--- src/rtl/icache_pkg.sv ---
// Shared types and sizing for the instruction cache.
package icache_pkg;

    typedef logic [31:0] word_t;

    localparam int ICACHE_SETS = 16;
    localparam int IIDX_W      = $clog2(ICACHE_SETS);
    localparam int ITAG_W      = 30 - IIDX_W;

    // Field view of an instruction byte address for the default geometry.
    typedef struct packed {
        logic [ITAG_W-1:0] tag;
        logic [IIDX_W-1:0] idx;
        logic [1:0]        bytoff;
    } icachef_t;

    // One cache frame for the default geometry.
    typedef struct packed {
        logic              valid;
        logic [ITAG_W-1:0] tag;
        word_t             data;
    } icache_frame_t;

    typedef enum logic {
        IDLE  = 1'b0,
        FETCH = 1'b1
    } icache_state_t;

endpackage

--- src/rtl/icache.sv ---
// Direct-mapped, one-word-per-block instruction cache between fetch and the
// memory controller. Hits are combinational; a miss issues one word read and
// fills the frame selected by the address present when the read completes.
//
// Memory handshake: iREN is the request strobe and stays high while FETCH
// wants data; iload is accepted on a rising edge where iREN is high and iwait
// is low. Dropping iREN (imemREN squash) abandons the read with no fill.
module icache
    import icache_pkg::*;
#(
    parameter int SETS = ICACHE_SETS
) (
    input  logic          CLK,
    input  logic          nRST,
    input  logic          imemREN,
    input  word_t         imemaddr,
    input  logic          flush,
    output logic          ihit,
    output word_t         imemload,
    output logic          iREN,
    output word_t         iaddr,
    input  word_t         iload,
    input  logic          iwait,
    output word_t         hitcnt,
    output word_t         misscnt,
    output icache_state_t dbg_state
);

    localparam int IDX_W = $clog2(SETS);
    localparam int TAG_W = 30 - IDX_W;

    typedef struct packed {
        logic             valid;
        logic [TAG_W-1:0] tag;
        word_t            data;
    } frame_t;

    frame_t        frames [SETS];
    icache_state_t state;
    icache_state_t next_state;

    logic [IDX_W-1:0] idx;
    logic [TAG_W-1:0] atag;
    logic             hit;
    logic             fill;
    logic             miss_issue;
    logic             unused_byteoff;

    assign idx            = imemaddr[IDX_W+1:2];
    assign atag           = imemaddr[31:IDX_W+2];
    assign unused_byteoff = ^imemaddr[1:0];
    assign dbg_state      = state;

    // Lookup, request and fill decode for the current cycle.
    always_comb begin
        hit        = 1'b0;
        fill       = 1'b0;
        miss_issue = 1'b0;
        ihit       = 1'b0;
        iREN       = 1'b0;
        next_state = state;
        imemload   = frames[idx].data;
        iaddr      = {imemaddr[31:2], 2'b00};
        case (state)
            IDLE: begin
                hit        = imemREN && frames[idx].valid && (frames[idx].tag == atag);
                ihit       = hit;
                miss_issue = imemREN && !hit && !flush;
                if (miss_issue) next_state = FETCH;
            end
            FETCH: begin
                iREN = imemREN;
                if (!imemREN) begin
                    next_state = IDLE;
                end else if (!iwait) begin
                    fill       = !flush;
                    next_state = IDLE;
                end
            end
            default: next_state = IDLE;
        endcase
        if (flush) next_state = IDLE;
    end

    // State register; reset abandons any in-flight read.
    always_ff @(posedge CLK or negedge nRST) begin
        if (!nRST) state <= IDLE;
        else       state <= next_state;
    end

    // Frame array: flush clears valids and wins over a same-cycle fill.
    always_ff @(posedge CLK or negedge nRST) begin
        if (!nRST) begin
            for (int i = 0; i < SETS; i++) frames[i] <= '0;
        end else if (flush) begin
            for (int i = 0; i < SETS; i++) frames[i].valid <= 1'b0;
        end else if (fill) begin
            frames[idx] <= '{valid: 1'b1, tag: atag, data: iload};
        end
    end

    // Saturating hit and miss counters, untouched by flush.
    always_ff @(posedge CLK or negedge nRST) begin
        if (!nRST) begin
            hitcnt  <= '0;
            misscnt <= '0;
        end else begin
            if (ihit && (hitcnt != 32'hFFFF_FFFF))        hitcnt  <= hitcnt + 32'd1;
            if (miss_issue && (misscnt != 32'hFFFF_FFFF)) misscnt <= misscnt + 32'd1;
        end
    end

endmodule

--- config.mk ---
export PLATFORM = sky130hd
export DESIGN_NAME = icache
export DESIGN_NICKNAME = d
export VERILOG_FILES = /design/src/rtl/icache_pkg.sv /design/src/rtl/icache.sv
export SDC_FILE = /design/constraint.sdc
export NUM_CORES = 1
export LEC_CHECK = 0
export CORE_MARGIN = 2
export CORE_UTILIZATION = 60
export CTS_CLUSTER_SIZE = 20
export DETAILED_ROUTE_END_ITERATION = 16
export GPL_TIMING_DRIVEN = 0
export PLACE_DENSITY = 0.79
export SETUP_SLACK_MARGIN = 0.1
export SLEW_MARGIN = 20
export SYNTH_ARGS = -nofsm -noshare
export SYNTH_HDL_FRONTEND = slang
export SYNTH_SLANG_ARGS = --single-unit
--- constraint.sdc ---
create_clock -name CLK -period 4.45 [get_ports CLK]
set_clock_uncertainty 0.1 [all_clocks]
set_input_delay 0.89 -clock CLK [delete_from_list [all_inputs] [get_ports CLK]]
set_output_delay 0.89 -clock CLK [all_outputs]
set_load 0.005 [all_outputs]
### Word-level counts from Yosys, hierarchy flattened

Index checks and enable logic that the tools add are counted.

| storage, ports and cells | value |
|---|---|
| register bits after elaboration | 1009 |
| output and inout bits | 131 |
| input port bits | 69 |

| operators by class | value |
|---|---|
| bitwise operators | 3 |
| reductions and logical operators | 11 |
| add/sub/neg operators | 2 |
| order comparisons | 2 |
| muxes and demuxes | 34 |
| eq/ne operators | 3 |

Operators by type and width:

| operator | count |
|---|---|
| $bwmux W944 | 1 |
| $mux W944 | 1 |
| $bmux W59 S4 | 1 |
| $demux W59 S4 | 1 |
| $mux W59 | 3 |
| $add A32 B1 Y32 const B | 2 |
| $ne A32 B32 Y1 const B | 2 |
| $eq A26 B26 Y1 | 1 |
| $mux W1 | 26 |
| $logic_and A1 B1 Y1 | 7 |
| $ge A5 B5 Y1 const B | 1 |
| $lt A5 B1 Y1 const B | 1 |
| $not A4 Y5 | 1 |
| $logic_not A1 Y1 | 2 |
| $not A1 Y1 | 2 |
| $pmux W1 S2 | 1 |
| $reduce_and A2 Y1 | 1 |
| $reduce_bool A2 Y1 | 1 |

### Depth between registers and ports, before layout

| depth | value |
|---|---|
| depth in word-level cells | 12 |
| mapped depth | 14 |

### Least setup slack after synthesis

OpenSTA, ideal clock, no wires.

| path | value |
|---|---|
| path type | in2out |
| start point | in imemaddr[2] |
| end point | out imemload[12] |
| cell stages on the path | 7 |
| path buffers | 5 |
| slack | 0.163 ns |
| arrival | 3.297 ns |
| required time | 3.460 ns |
| cells stage by stage | buf_6 buf_4 buf_2 buf_2 buf_1 mux4_2 mux4_2 |

| on the way | value |
|---|---|
| longest elaborated chain between the ends | 4 |

Ends and longest elaborated chain:

| item | line | source |
|---|---|---|
| start, declared | icache.sv:16 | `input word_t imemaddr,` |
| $not A4 Y5 (not written as such) | icache.sv:62 | `imemload = frames[idx].data;` |
| $bmux W59 S4 | icache.sv:62 |  |
| $mux W59 (2 in series) | - |  |
| end, declared | icache.sv:19 | `output word_t imemload,` |

No other way between the ends. The select of a mux whose other input is x is not followed.

### Final worst setup path

| path | value |
|---|---|
| start point | in imemaddr[3] |
| end point | out ihit |

| on the way | value |
|---|---|
| longest elaborated chain between the ends | 7 |

Ends and longest elaborated chain:

| item | line | source |
|---|---|---|
| $not A4 Y5 (not written as such) * | icache.sv:66 | `hit = imemREN && frames[idx].valid && (frames[idx].tag == atag);` |
| $bmux W59 S4 * | icache.sv:66 |  |
| $mux W59 (not written as such) * (2 in series) | icache.sv:66 |  |
| $eq A26 B26 Y1 / $logic_and A1 B1 Y1 (equally long branches) | icache.sv:66 |  |
| $logic_and A1 B1 Y1 * | icache.sv:66 |  |
| $mux W1 * | icache.sv:64 | `case (state)` |
| end, declared | icache.sv:18 | `output logic ihit,` |

Every way passes the cells marked *; elsewhere a longest branch is shown, timed or not. The select of a mux whose other input is x is not followed.

==> flow_metrics.env <==
export IMPL_status="finished with violations"
export IMPL_violations="setup timing"
export IMPL_vias=29242
export IMPL_critPathKind="in2out"
export IMPL_setup_tns_ns=-0.606
export IMPL_p_total_w=0.0206
export IMPL_synth_area_sq_um=46300
export IMPL_cts_sinks=1009
export IMPL_cts_made_buffers=102
export IMPL_wire_per_inst_microns=28.3
export IMPL_dp_slack_ns=-1.58
export IMPL_final_setup_viol_count=16
export IMPL_syn_area_per_cell_sq_um=14.9
export IMPL_path_max_fanout=7
export IMPL_dp_hpwl_microns=84000
export IMPL_crit_path_end_kind="output port"
export IMPL_start_util=0.607
export IMPL_timing_fmax_ghz=0.219
export IMPL_layoutNonFillerInstCount=4545
export IMPL_gp_congestion=0.960
export IMPL_ff2ff_path_depth=20
export IMPL_synth_warnings=0
export IMPL_drc=0
export IMPL_seq_area_frac_synth=0.546
export IMPL_io_pins=200
export IMPL_seqPwrFrac=0.476
export IMPL_rows=101
export IMPL_tightestPinTransition_ns=1.24
export IMPL_grt_usage=0.332
export IMPL_required_ns=3.46
export IMPL_port_buffers=174
export IMPL_maxSlewViolCount=0
export IMPL_clock_latency_ns=0.67
export IMPL_rsz0062_at_grt="yes"
export IMPL_multi_input_area_sq_um=19800
export IMPL_hold_path_class="in2async"
export IMPL_synthFlopType="dfrtp_1"
export IMPL_internal_power_w=0.0158
export IMPL_grt_pass1_wl_microns=195000
export IMPL_htreeDepth=3
export IMPL_fin_nets=3503
export IMPL_clk_path_buf_depth=3
export IMPL_power_switching_w=0.00479
export IMPL_ctsHoldBuffers=0
export IMPL_fin_ws_ns=-0.121
export IMPL_leakagePower_nw=26.1
export IMPL_grt_pass1_vias=31393
export IMPL_crit_arrival_ns=3.58
export IMPL_cp_start_kind="input pin"
export IMPL_fp_dieH_microns=282
export IMPL_pwr_share_clk=0.434
export IMPL_overflow=0
export IMPL_hold_violations=0
export IMPL_synth_edf_count=0
export IMPL_core_sq_um=76200
export IMPL_async_reset_ff_frac=1.00
export IMPL_ys_types=73
export IMPL_die_x_microns=282
export IMPL_dr_pass1_iters=5
export IMPL_die_area_sq_um=79400
export IMPL_ys_seq_elements=1009
export IMPL_pwr_density_cell_nw_per_um2=377
export IMPL_detail_route_vias_per_cell=6.43
export IMPL_cts_clk_slew_worst_paths_ns=0.06
export IMPL_tritoncts="done"
export IMPL_grt_max_degree=158
export IMPL_fillers=4820
export IMPL_syn2layout_area_growth_pct=18.0
export IMPL_dp_cells=4316
export IMPL_syn_inst=3104
export IMPL_drt_iter0_markers=2717
export IMPL_drive_gt1_frac=0.422
export IMPL_timing_final_crit_period_ns=4.57
export IMPL_maxCapViolCount=0
export IMPL_postLayoutCoreUtil=0.716
export IMPL_peakVddDrop_mv=0.353
export IMPL_cts_root_buf="clkbuf_16"
export IMPL_combinationalPowerShare=0.090
export IMPL_regArea_sq_um=25200
export IMPL_antenna_found_initial=3
export IMPL_finalCritPeriodShare=1.03
export IMPL_slew_headroom=0.172
export IMPL_routed_wl_microns=129000
export IMPL_antenna_left=0
export IMPL_swShare=0.233
-- cell usage in the layout (no fill, tap or decap), types with 11 or more instances in the layout --
master,n
inv_1,30
nor3_1,13
mux4_2,246
nor2_1,37
nand2_1,133
clkbuf_1,199
buf_12,31
clkdlybuf4s50_1,159
buf_16,13
and3_1,19
xor2_1,37
buf_1,13
xnor2_1,55
clkinv_2,11
buf_6,11
dfrtp_1,1009
o21ai_0,107
nand3_1,35
nor3_2,11
mux2_2,850
clkbuf_8,21
clkbuf_16,116
nand4_1,19
buf_4,71
mux2i_1,60
bufinv_16,12
-- synthesized netlist by cell type (3+ instances only) --
| library cell | instances | share of area |
|---|---|---|
| inv_1 | 30 | 0.0024 |
| xnor2_1 | 58 | 0.011 |
| nand2b_1 | 3 | 0.00041 |
| a22oi_1 | 10 | 0.0016 |
| o22ai_1 | 6 | 0.00081 |
| nor4_1 | 5 | 0.00068 |
| dfrtp_1 | 1009 | 0.55 |
| o211ai_1 | 6 | 0.00097 |
| buf_1 | 25 | 0.0020 |
| and3_1 | 19 | 0.0026 |
| and4_1 | 6 | 0.0011 |
| buf_2 | 19 | 0.0021 |
| a21oi_1 | 5 | 0.00054 |
| o221ai_1 | 4 | 0.00076 |
| nand4_1 | 19 | 0.0026 |
| a31oi_1 | 5 | 0.00068 |
| o21ai_0 | 107 | 0.012 |
| and2_1 | 5 | 0.00068 |
| nor2_1 | 39 | 0.0032 |
| nor3_2 | 10 | 0.0022 |
| xor2_1 | 41 | 0.0078 |
| clkbuf_1 | 199 | 0.016 |
| nor3_1 | 14 | 0.0015 |
| mux2i_1 | 69 | 0.015 |
| nor2b_1 | 6 | 0.00081 |
| mux2_2 | 850 | 0.21 |
| nand2_1 | 133 | 0.011 |
| a22o_1 | 5 | 0.00095 |
| buf_4 | 41 | 0.0067 |
| nand3_1 | 36 | 0.0039 |
| nor4_2 | 3 | 0.00081 |
| buf_6 | 14 | 0.0034 |
| a221oi_1 | 3 | 0.00057 |
| a21o_1 | 5 | 0.00081 |
| mux4_2 | 246 | 0.12 |
-- final timing paths --
path | startpoint | to | slack (ns)
max | imemaddr[3] | ihit | -0.12
min | nRST | frames[399]$_DFFE_PN0P_ | 0.06
max reg2reg | frames[392]$_DFFE_PN0P_ | hitcnt[1]$_DFFE_PN0P_ | 0.18
min reg2reg | frames[566]$_DFFE_PN0P_ | frames[566]$_DFFE_PN0P_ | 0.38
max in group asynchronous | nRST | frames[661]$_DFFE_PN0P_ | 1.29
min in group CLK | frames[566]$_DFFE_PN0P_ | frames[566]$_DFFE_PN0P_ | 0.38
-- power by group through the flow --
| stage | clock [W] | combinational, W | sequential [W] |
|---|---|---|---|
| global route | 0.00942 | 0.00198 | 0.00983 |
| finish | 0.00895 | 0.00186 | 0.00980 |
| CTS | 0.00900 | 0.00183 | 0.00979 |
| global placement | 0 | 0.00161 | 0.00997 |
| floorplan | 0 | 0.000986 | 0.00987 |
| detailed placement | 0 | 0.00169 | 0.00995 |
-- area by class of cell --
cell class,count,area share
Clock inverter,35,0.00974
Clock buffer,151,0.0544
Multi-Input combinational cell,1764,0.362
Antenna cell,1,0.0000458
Tap cell,1030,0.0236
Inverter,31,0.00218
Buffer,300,0.0422
Timing Repair Buffer,224,0.0433
Sequential cell,1009,0.462
-- state kept, by name (all words and copies together), names as in the netlist --
signal / cells
dbg_state: 1
frames: 944
hitcnt: 32
misscnt: 32
-- stage by stage --
stage / instance area (sq um) / hold slack, ns
CTS: 54300 / 0.0942
global placement: 49300 / 0.357
detailed placement: 49500 / 0.365
finish: 54600 / 0.0577
global route: 54600 / 0.0854
floorplan: 46300 / 0.344
-- layer usage --
metal / track usage / up-vias / wire, microns / part of all wire
li1: - / 12015 / - / -
met1: 0.433 / 15543 / 49200 / 0.38
met2: 0.536 / 1295 / 63200 / 0.49
met3: 0.0749 / 385 / 9900 / 0.077
met4: 0.155 / 4 / 6530 / 0.051
met5: 0 / - / 25 / 0.00019
-- kinds of logic after synthesis --
group | after synthesis | share of synthesized area
AOI/OAI and AO/OA | 183 | 0.0250
and+or+nand+nor | 311 | 0.0344
muxes | 1167 | 0.342
DFF | 1009 | 0.546
xor gates and xnor gates | 99 | 0.0187
other | 1 | 0.0000810
adders and majority gates | 2 | 0.000541
buffers and inverters | 332 | 0.0333
-- critical path, stage by stage --
cell	delay [ns]
buf_16	0.12
buf_12	0.15
buf_12	0.15
buf_12	0.15
mux4_2	0.32
mux2i_2	0.17
xor2_1	0.26
o211ai_1	0.30
o22ai_4	0.29
nor4b_4	0.29
nand3_2	0.18
nor2_2	0.16
buf_2	0.13
-- what timing repair did --
action | in CTS | in global routing
setup endpoints to repair | 300 | 62
setup buffers | 34 | 4
pin swaps | 10 | 7
gates resized for setup | 260 | 55
gates cloned | 2 | 2
No activity file was read; power rests on OpenSTA's default activity.
